[src/rtl/i2c_arb_pkg.sv]
`default_nettype none
// ============================================================================
// Package     : i2c_arb_pkg
// Description : Shared types for the I2C bus arbiter: master command struct,
//               arbiter FSM state encoding and watchdog counter width.
// Revision    : 1.0 - initial release
// ============================================================================
package i2c_arb_pkg;

  // Width of the write-data field carried inside a master command
  localparam int unsigned I2C_DATA_W = 8;

  // Watchdog counter width
  localparam int unsigned TIMEOUT_W = 32;

  // Command handed to the I2C master engine
  typedef struct packed {
    logic                  rw;
    logic [6:0]            dev_addr;
    logic [7:0]            reg_addr;
    logic [I2C_DATA_W-1:0] wdata;
    logic [1:0]            nbytes;
  } i2c_cmd_t;

  // Arbiter FSM states
  typedef enum logic [1:0] {
    IDLE    = 2'd0,
    ISSUE   = 2'd1,
    WAIT    = 2'd2,
    RELEASE = 2'd3
  } arb_state_e;

endpackage
`default_nettype wire

[src/rtl/i2c_bus_arbiter_rr_pick.sv]
`default_nettype none
// ============================================================================
// Module      : rr_pick
// Description : Combinational round-robin selector. Returns the first set
//               request at or after i_ptr, wrapping modulo NUM_REQ.
// Revision    : 1.0 - initial release
// ============================================================================
module rr_pick #(
  parameter int unsigned NUM_REQ = 4,
  parameter int unsigned IDX_W   = 2
) (
  input  logic [NUM_REQ-1:0] i_req,
  input  logic [IDX_W-1:0]   i_ptr,
  output logic [IDX_W-1:0]   o_idx,
  output logic               o_valid
);

  int unsigned w_j;

  // Scan from the farthest offset down to offset 0 so the nearest request
  // after the pointer is the last (winning) assignment.
  always_comb begin
    o_idx   = '0;
    o_valid = 1'b0;
    w_j     = 0;
    for (int i = NUM_REQ - 1; i >= 0; i--) begin
      w_j = int'(i_ptr) + i;
      if (w_j >= NUM_REQ) begin
        w_j = w_j - NUM_REQ;
      end
      if (i_req[w_j[IDX_W-1:0]]) begin
        o_idx   = w_j[IDX_W-1:0];
        o_valid = 1'b1;
      end
    end
  end

endmodule
`default_nettype wire

[src/rtl/i2c_bus_arbiter.sv]
`default_nettype none
// ============================================================================
// Module      : i2c_bus_arbiter
// Description : Shares one I2C master engine between NUM_REQ requesters.
//               Round-robin arbitration, grant held for one complete master
//               transaction (IDLE -> ISSUE -> WAIT -> RELEASE).
//               Optional watchdog enabled by defining I2C_ARB_TIMEOUT_EN:
//               aborts a transaction that stays in WAIT for TIMEOUT_CYCLES.
// Revision    : 1.0 - initial release
// ============================================================================
module i2c_bus_arbiter
  import i2c_arb_pkg::*;
#(
  parameter int unsigned NUM_REQ        = 4,
  parameter int unsigned DATA_W         = 8,
  parameter int unsigned TIMEOUT_CYCLES = 1_000_000
) (
  input  logic                   clk_i,
  input  logic                   rst_ni,
  input  logic [NUM_REQ-1:0]     req_i,
  input  i2c_cmd_t [NUM_REQ-1:0] cmd_i,
  output logic [NUM_REQ-1:0]     gnt_o,
  output logic [NUM_REQ-1:0]     done_o,
  output logic                   err_o,
  output logic [DATA_W-1:0]      rdata_o,
  output logic                   m_start_o,
  output i2c_cmd_t               m_cmd_o,
  output logic                   m_abort_o,
  input  logic                   m_busy_i,
  input  logic                   m_done_i,
  input  logic                   m_nack_i,
  input  logic [DATA_W-1:0]      m_rdata_i,
  output logic                   timeout_o
);

  localparam int unsigned IDX_W = (NUM_REQ > 1) ? $clog2(NUM_REQ) : 1;

  arb_state_e         r_state;
  arb_state_e         w_state_nxt;
  logic [IDX_W-1:0]   r_idx;
  logic [IDX_W-1:0]   r_ptr;
  logic [NUM_REQ-1:0] r_gnt;
  logic [NUM_REQ-1:0] r_done;
  i2c_cmd_t           r_cmd;
  logic               r_err;
  logic [DATA_W-1:0]  r_rdata;

  logic [IDX_W-1:0]   w_pick_idx;
  logic               w_pick_valid;
  logic               w_grant;
  logic               w_complete;
  logic               w_expire;
  logic               w_wd_hit;

  rr_pick #(
    .NUM_REQ (NUM_REQ),
    .IDX_W   (IDX_W)
  ) u_rr_pick (
    .i_req   (req_i),
    .i_ptr   (r_ptr),
    .o_idx   (w_pick_idx),
    .o_valid (w_pick_valid)
  );

  // FSM state register
  always_ff @(posedge clk_i) begin
    if (!rst_ni) begin
      r_state <= IDLE;
    end else begin
      r_state <= w_state_nxt;
    end
  end

  // Next-state decode and per-state event strobes
  always_comb begin
    w_state_nxt = r_state;
    w_grant     = 1'b0;
    w_complete  = 1'b0;
    w_expire    = 1'b0;
    m_start_o   = 1'b0;
    case (r_state)
      IDLE: begin
        if (w_pick_valid && !m_busy_i) begin
          w_grant     = 1'b1;
          w_state_nxt = ISSUE;
        end
      end
      ISSUE: begin
        m_start_o   = 1'b1;
        w_state_nxt = WAIT;
      end
      WAIT: begin
        // A completion arriving on the expiry cycle takes priority
        if (m_done_i) begin
          w_complete  = 1'b1;
          w_state_nxt = RELEASE;
        end else if (w_wd_hit) begin
          w_expire    = 1'b1;
          w_state_nxt = RELEASE;
        end
      end
      RELEASE: begin
        w_state_nxt = IDLE;
      end
      default: begin
        w_state_nxt = IDLE;
      end
    endcase
  end

  // Grant, command capture, completion status and round-robin pointer
  always_ff @(posedge clk_i) begin
    if (!rst_ni) begin
      r_idx   <= '0;
      r_ptr   <= '0;
      r_gnt   <= '0;
      r_done  <= '0;
      r_cmd   <= '0;
      r_err   <= 1'b0;
      r_rdata <= '0;
    end else begin
      r_done <= '0;
      if (w_grant) begin
        r_idx <= w_pick_idx;
        r_gnt <= NUM_REQ'(1) << w_pick_idx;
        r_cmd <= cmd_i[w_pick_idx];
      end
      if (w_complete || w_expire) begin
        r_gnt  <= '0;
        r_done <= NUM_REQ'(1) << r_idx;
        r_err  <= w_complete ? m_nack_i : 1'b1;
      end
      if (w_complete) begin
        r_rdata <= m_rdata_i;
      end
      if (r_state == RELEASE) begin
        r_ptr <= (r_idx == IDX_W'(NUM_REQ - 1)) ? '0 : r_idx + 1'b1;
      end
    end
  end

`ifdef I2C_ARB_TIMEOUT_EN
  logic [TIMEOUT_W-1:0] r_wd_cnt;
  logic                 r_expire;

  // Watchdog: cleared while issuing (i.e. on WAIT entry), counts WAIT cycles;
  // the expiry strobe is registered so abort/timeout line up with done_o.
  always_ff @(posedge clk_i) begin
    if (!rst_ni) begin
      r_wd_cnt <= '0;
      r_expire <= 1'b0;
    end else begin
      r_expire <= w_expire;
      if (r_state == ISSUE) begin
        r_wd_cnt <= '0;
      end else if (r_state == WAIT) begin
        r_wd_cnt <= r_wd_cnt + 1'b1;
      end
    end
  end

  assign w_wd_hit  = (r_wd_cnt == TIMEOUT_W'(TIMEOUT_CYCLES - 1));
  assign m_abort_o = r_expire;
  assign timeout_o = r_expire;
`else
  assign w_wd_hit  = 1'b0;
  assign m_abort_o = 1'b0;
  assign timeout_o = 1'b0;
`endif

  assign gnt_o   = r_gnt;
  assign done_o  = r_done;
  assign err_o   = r_err;
  assign rdata_o = r_rdata;
  assign m_cmd_o = r_cmd;

endmodule
`default_nettype wire

[config.mk]
export PLATFORM = sky130hd
export DESIGN_NAME = i2c_bus_arbiter
export DESIGN_NICKNAME = d
export VERILOG_FILES = /design/src/rtl/i2c_arb_pkg.sv /design/src/rtl/i2c_bus_arbiter_rr_pick.sv /design/src/rtl/i2c_bus_arbiter.sv
export SDC_FILE = /design/constraint.sdc
export NUM_CORES = 1
export LEC_CHECK = 0
export BUFFER_PORTS_ARGS = -buffer_cell sky130_fd_sc_hd__buf_2
export CORE_ASPECT_RATIO = 0.6
export CORE_MARGIN = 1.5
export CORE_UTILIZATION = 43
export DETAILED_ROUTE_END_ITERATION = 6
export PLACE_DENSITY = 0.79
export SKIP_LAST_GASP = 1
export SLEW_MARGIN = 10
export SYNTH_ARGS = -nofsm -noshare
export SYNTH_HDL_FRONTEND = slang
export SYNTH_SLANG_ARGS = --single-unit
[constraint.sdc]
create_clock -name clk_i -period 2.35 [get_ports clk_i]
set_input_delay 0 -clock clk_i [delete_from_list [all_inputs] [get_ports clk_i]]
set_output_delay 0 -clock clk_i [all_outputs]
set_load 0.005 [all_outputs]
== Word-level counts from Yosys, hierarchy flattened ==
Index checks and enable logic that the tools add are counted.
Storage, ports and cells
  bits in registers: 49
  bits in latches: 0
  RAM bits: 0
  ROM bits: 0
  input port bits: 121
  output and inout port bits: 46
  memories: 0
Operators by class
  $add $sub $neg: 8
  $mul: 0
  div/mod/pow operators: 0
  magnitude comparators: 9
  eq/ne operators: 6
  shift-type cells: 2
  muxes and demuxes: 31
  bitwise operators: 1
  reduce and logical (&&, ||, !) cells: 6
Operators with widths (count)
  $bmux W26 S2: 1
  $mux W26: 1
  $mux W2: 11
  $lt A2 B3 Y1 const B: 5
  $mux W1: 13
  $ge A3 B3 Y1 const B: 3
  $bmux W1 S2: 4
  $pmux W2 S4: 1
  $shl A1 B2 Y4 const A: 2
  $sub A2 B1 Y2 const B: 4
  $add A2 B2 Y3 const B: 2
  $eq A2 B2 Y1 const B: 3
  $ne A2 B2 Y1 const B: 2
  $reduce_and A2 Y1: 2
  $add A2 B1 Y3 const B: 1
  $ge A2 B3 Y1 const B: 1
  $add A2 B1 Y2 const B: 1
  $eq A2 B1 Y1 const B: 1
  $logic_not A2 Y1: 1
  $reduce_or A2 Y1: 1
  $logic_and A1 B1 Y1: 1
  $logic_not A1 Y1: 1
  $not A1 Y1: 1

== Depth between registers and ports, before layout ==
  word-level depth: 12
  gate-level depth with buffers: 7

== Hierarchy ==
A second synthesis with hierarchy kept.
Second synthesis, totals
  cell total of the unflattened synthesis: 187
  area, all modules: 2361.0 um^2
Modules (own cells, without submodules)
  i2c_bus_arbiter: instances 1, cells an instance 174, area an instance 2283.4 um^2, seq. area each 980.9 um^2
  rr_pick: instances 1, cells an instance 13, area an instance 77.6 um^2, seq. area each 0.0 um^2

== Worst setup path after synthesis ==
OpenSTA, ideal clock, no wires.
  path kind: reg2reg
  start: register r_ptr[1]
  end: register r_cmd (netlist bit m_cmd_o[13])
  data arrival time: 1.565 ns
  setup slack: 0.658 ns
  stages on the path, launching flop included: 8
  buffers on the path: 2
  path through: dfxtp_1 buf_6 or3b_1 o221ai_2 buf_6 mux2_2 nand2_1 a21oi_2
Between the ends
  longest elaborated chain between the ends: 12
Ends and longest elaborated chain
  start: declaration: line i2c_bus_arbiter.sv:41  | logic [IDX_W-1:0] r_ptr;
  start signal: assignment: line i2c_bus_arbiter.sv:137  | r_ptr <= (r_idx == IDX_W'(NUM_REQ - 1)) ? '0 : r_idx + 1'b1;
  $add A2 B2 Y3: line i2c_bus_arbiter_rr_pick.sv:27  | w_j = int'(i_ptr) + i;
  $ge A3 B3 Y1 / $sub A2 B1 Y2 (equally long branches): line i2c_bus_arbiter_rr_pick.sv:28, i2c_bus_arbiter_rr_pick.sv:29
  $mux W2: line i2c_bus_arbiter_rr_pick.sv:28  | if (w_j >= NUM_REQ) begin
  $bmux W1 S2: line i2c_bus_arbiter_rr_pick.sv:31  | if (i_req[w_j[IDX_W-1:0]]) begin
  $mux W1 (implied by the code): line i2c_bus_arbiter_rr_pick.sv:31
  $mux W1 (4 in series): line i2c_bus_arbiter_rr_pick.sv:31
  $logic_and A1 B1 Y1: line i2c_bus_arbiter.sv:83  | if (w_pick_valid && !m_busy_i) begin
  $mux W1: line i2c_bus_arbiter.sv:83
  $mux W1: line i2c_bus_arbiter.sv:81  | case (r_state)
  end signal: assignment: line i2c_bus_arbiter.sv:126  | r_cmd <= cmd_i[w_pick_idx];
  end: declaration: line i2c_bus_arbiter.sv:44  | i2c_cmd_t r_cmd;
Several ways; a longest one is shown, not always the timed one. The select of a mux whose other input is x is not followed.
A chain may end at the register's enable or synchronous reset.

== Worst setup path after layout ==
  start: register r_state[1]
  end: register r_cmd (netlist bit m_cmd_o[22])
Between the ends
  longest elaborated chain between the ends: 2
Ends and longest elaborated chain
  start: declaration: line i2c_bus_arbiter.sv:38  | arb_state_e r_state;
  start signal: assignment: line i2c_bus_arbiter.sv:70  | r_state <= w_state_nxt;
  $logic_not A2 Y1: line i2c_bus_arbiter.sv:81
  $mux W1: line i2c_bus_arbiter.sv:81
No other way between the ends.

==> impl_metrics.env <==
export IMPL_async_reset_ff_share_pct=0
export IMPL_fillers=483
export IMPL_hold_depth=3
export IMPL_max_cap_violations=0
export IMPL_antenna_left=0
export IMPL_yosys_area_share_xor_xnor_pct=0
export IMPL_rrSetupSlack_ns=0.14
export IMPL_layout_min_cycle_time_ns=2.21
export IMPL_fin_setup_tns_ns=0
export IMPL_r2r_cells=6
export IMPL_avgSynthCellArea_sq_um=9.00
export IMPL_die_w_um=103
export IMPL_synth_edff_count=0
export IMPL_path_cells="inv_1 -> ha_1 -> nand3_4 -> a221oi_1 -> dlygate4sd3_1 -> a21oi_1"
export IMPL_layout_cells_non_filler=553
export IMPL_end_kind="flop"
export IMPL_whs_ns=0.00778
export IMPL_final_hold_violation_count=0
export IMPL_drt_iter0_drc=156
export IMPL_syn_cell_area_sq_um=2590
export IMPL_internal_power_uw=1910
export IMPL_syn_to_final_growth_pct=49.4
export IMPL_firstDrtPassIters=5
export IMPL_synth_fa_ha_area_share_pct=2.41
export IMPL_worst_pin_slew_ns=0.571
export IMPL_mostFrequentLayoutCells="164 x buf_2, 47 x dfxtp_1, 34 x nand2_1"
export IMPL_path_class="reg -> reg"
export IMPL_rsz0062_at_grt="false"
export IMPL_synth_compound_area_share_pct=27.5
export IMPL_ir_worst_vdd_uv=344
export IMPL_ys_warnings_count=0
export IMPL_combPwrFrac_pct=39.5
export IMPL_num_vias=2998
export IMPL_critical_path_arrival_ns=2.40
export IMPL_cts_setup_buffers=0
export IMPL_relSlewSlack_pct=61.9
export IMPL_path_max_fanout=28
export IMPL_hold_end="m_cmd_o[8]"
export IMPL_p_seq_share_pct=39.0
export IMPL_nets=598
export IMPL_ios=167
export IMPL_htreeDepth=2
export IMPL_synthFlopType="dfxtp_1"
export IMPL_antenna_found_initial=0
export IMPL_power_frac_clock_pct=21.5
export IMPL_rows=21
export IMPL_fin_crit_sh_pct=94.1
export IMPL_synth_ff_latch_count=49
export IMPL_wl_um=9090
export IMPL_r2r_start="r_state[1]"
export IMPL_multi_input_area_sq_um=1450
export IMPL_setup_viol=0
export IMPL_r2r_end="m_cmd_o[22]"
export IMPL_clk_latency_ns=0.30
export IMPL_startpoint_type="flop"
export IMPL_path_clk_slew_ns=0.09
export IMPL_skew_ns=0.00451
export IMPL_n_antenna_cell=0
export IMPL_seqCellArea_sq_um=983
export IMPL_switchingPower_uw=1000
export IMPL_cts_sinks=49
export IMPL_fp_coreArea_sq_um=5700
export IMPL_cts_made_buffers=5
export IMPL_switching_share_pct=34.4
export IMPL_dp_cells=512
export IMPL_grt_pass1_wl_um=14400
export IMPL_drive_gt1_share_pct=43.1
export IMPL_io_buffers=164
export IMPL_die_area_sq_um=6520
export IMPL_cp_slowest_stage_delay_ns=0.62
export IMPL_hold_path_class="in -> reg"
export IMPL_clockBufferDepth=2
export IMPL_dp_hpwl_um=5990
export IMPL_drv_slew=0
export IMPL_clockRootBuffer="clkbuf_8"
export IMPL_grt_max_degree=38
export IMPL_synthSimpleGateAreaFrac_pct=11.7
export IMPL_power_leakage_uw=0.00185
export IMPL_grt_pass1_vias=3110
export IMPL_route_detailed_drc=0
export IMPL_clock_fmax_mhz=452
export IMPL_crit_required_ns=2.54
export IMPL_synthCells=288
export IMPL_wire_per_inst_um=16.4
export IMPL_power_density_nw_per_um2=751
export IMPL_synth_top_family_by_area="compound AO/OA/AOI/OAI gates"
export IMPL_synth_distinct_cells=46
export IMPL_run_status="complete, no violations"
export IMPL_gp_congestion=0.772
export IMPL_grt_use_total_pct=28.5
export IMPL_initial_utilization_pct=45.4
export IMPL_startpoint="r_state[1]"
export IMPL_via_per_inst=5.42
export IMPL_cts_tree="done"
export IMPL_synth_area_mux_share_pct=13.5
export IMPL_ys_seq_area_share_pct=37.9
export IMPL_slowest_stage="dlygate4sd3_1"
export IMPL_die_height_um=63.1
export IMPL_final_common_cell="buf_2"
export IMPL_min_delay_start="cmd_i[8]"
export IMPL_grt_ovfl_total=0
-- how the worst max path moves through the flow --
stage,endpoint,depth (start not counted)
after floorplan,m_cmd_o[13],7
after global placement,m_cmd_o[16],5
after detailed placement,m_cmd_o[3],5
after CTS,m_cmd_o[18],6
after global routing,m_cmd_o[22],6
final,m_cmd_o[22],6
-- metal layers --
layer  GRT usage [%]  routed length, um
met1            33.9               3660
met2            48.3               4540
met3            7.33                663
met4            12.7                225
met5               0                  0
-- timing repair --
item | CTS | global route
resized for setup | 0 | 4
setup endpoints to repair | 0 | 6
hold endpoints to repair | 23 | 0
hold buffers | 33 | 0
-- flip-flops by register name (all words and copies together) (netlist names) --
name     flops
done_o       4
r_ptr        2
r_state      2
gnt_o        4
r_idx        2
err_o        1
rdata_o      8
m_cmd_o     26
-- cell families after synthesis --
logic type,count (synthesis)
compound gates,106
simple gates,62
flops,49
buf+inv,33
mux,32
fa+ha+maj,5
other cells,1
-- metrics by stage --
stage / instance area, sq um / setup slack [ns] / utilization [%] / total power [uW]
2_1_floorplan: 2590 / 0.658 / - / 1760
3_3_place_gp: 3420 / 0.547 / 59.9 / 2150
3_5_place_dp: 3420 / 0.489 / 59.9 / 2180
4_1_cts: 3860 / 0.0500 / 67.7 / 2880
5_1_grt: 3870 / 0.00257 / 67.9 / 3100
6_report: 3870 / 0.140 / 67.9 / 2910
-- power groups by stage --
stage               combinational [uW]  sequential (uW)  clock (uW)
finish                            1150             1130         627
global route                      1270             1160         671
CTS                               1110             1130         636
detailed placement                1040             1150           0
global placement                  1010             1130           0
floorplan                          620             1140           0
-- Yosys cell counts, types with 2 or more instances --
| cell type | instances | share of area (%) |
|---|---|---|
| buf_6 | 3 | 1.3 |
| o221ai_1 | 2 | 0.68 |
| buf_4 | 3 | 0.87 |
| nor3_1 | 3 | 0.58 |
| nor2_1 | 4 | 0.58 |
| a221oi_1 | 23 | 7.8 |
| a21oi_1 | 29 | 5.6 |
| o21ai_0 | 29 | 5.6 |
| inv_1 | 6 | 0.87 |
| nand2_1 | 34 | 4.9 |
| clkbuf_1 | 12 | 1.7 |
| a21boi_1 | 2 | 0.58 |
| mux2i_1 | 9 | 3.5 |
| buf_2 | 7 | 1.4 |
| dfxtp_1 | 49 | 38 |
| nand3_1 | 5 | 0.97 |
| mux2_2 | 17 | 7.4 |
| a22o_1 | 9 | 3.0 |
| mux2_1 | 6 | 2.6 |
| ha_1 | 5 | 2.4 |
| and2_1 | 2 | 0.48 |
| nor2b_1 | 4 | 0.97 |
| and3_1 | 2 | 0.48 |
-- critical path: cells and delay by family, from the launching register on --
family / cells / cell delay, ns
buffers and inverters: 2 / 0.72
adder cells (fa/ha/maj): 1 / 0.27
flip-flops: 1 / 0.36
AO/OA/AOI/OAI: 2 / 0.42
AND/OR/NAND/NOR: 1 / 0.33
-- area by class of cell --
class | count | share of cell area [%]
sequential | 49 | 25.4
inverter | 6 | 0.582
timing repair buffer | 203 | 30.9
clock inverter | 1 | 0.775
clock buffer | 7 | 2.23
tap | 80 | 2.58
multi-input combinational | 207 | 37.5
Note: power is estimated with default switching activity, not from simulation.
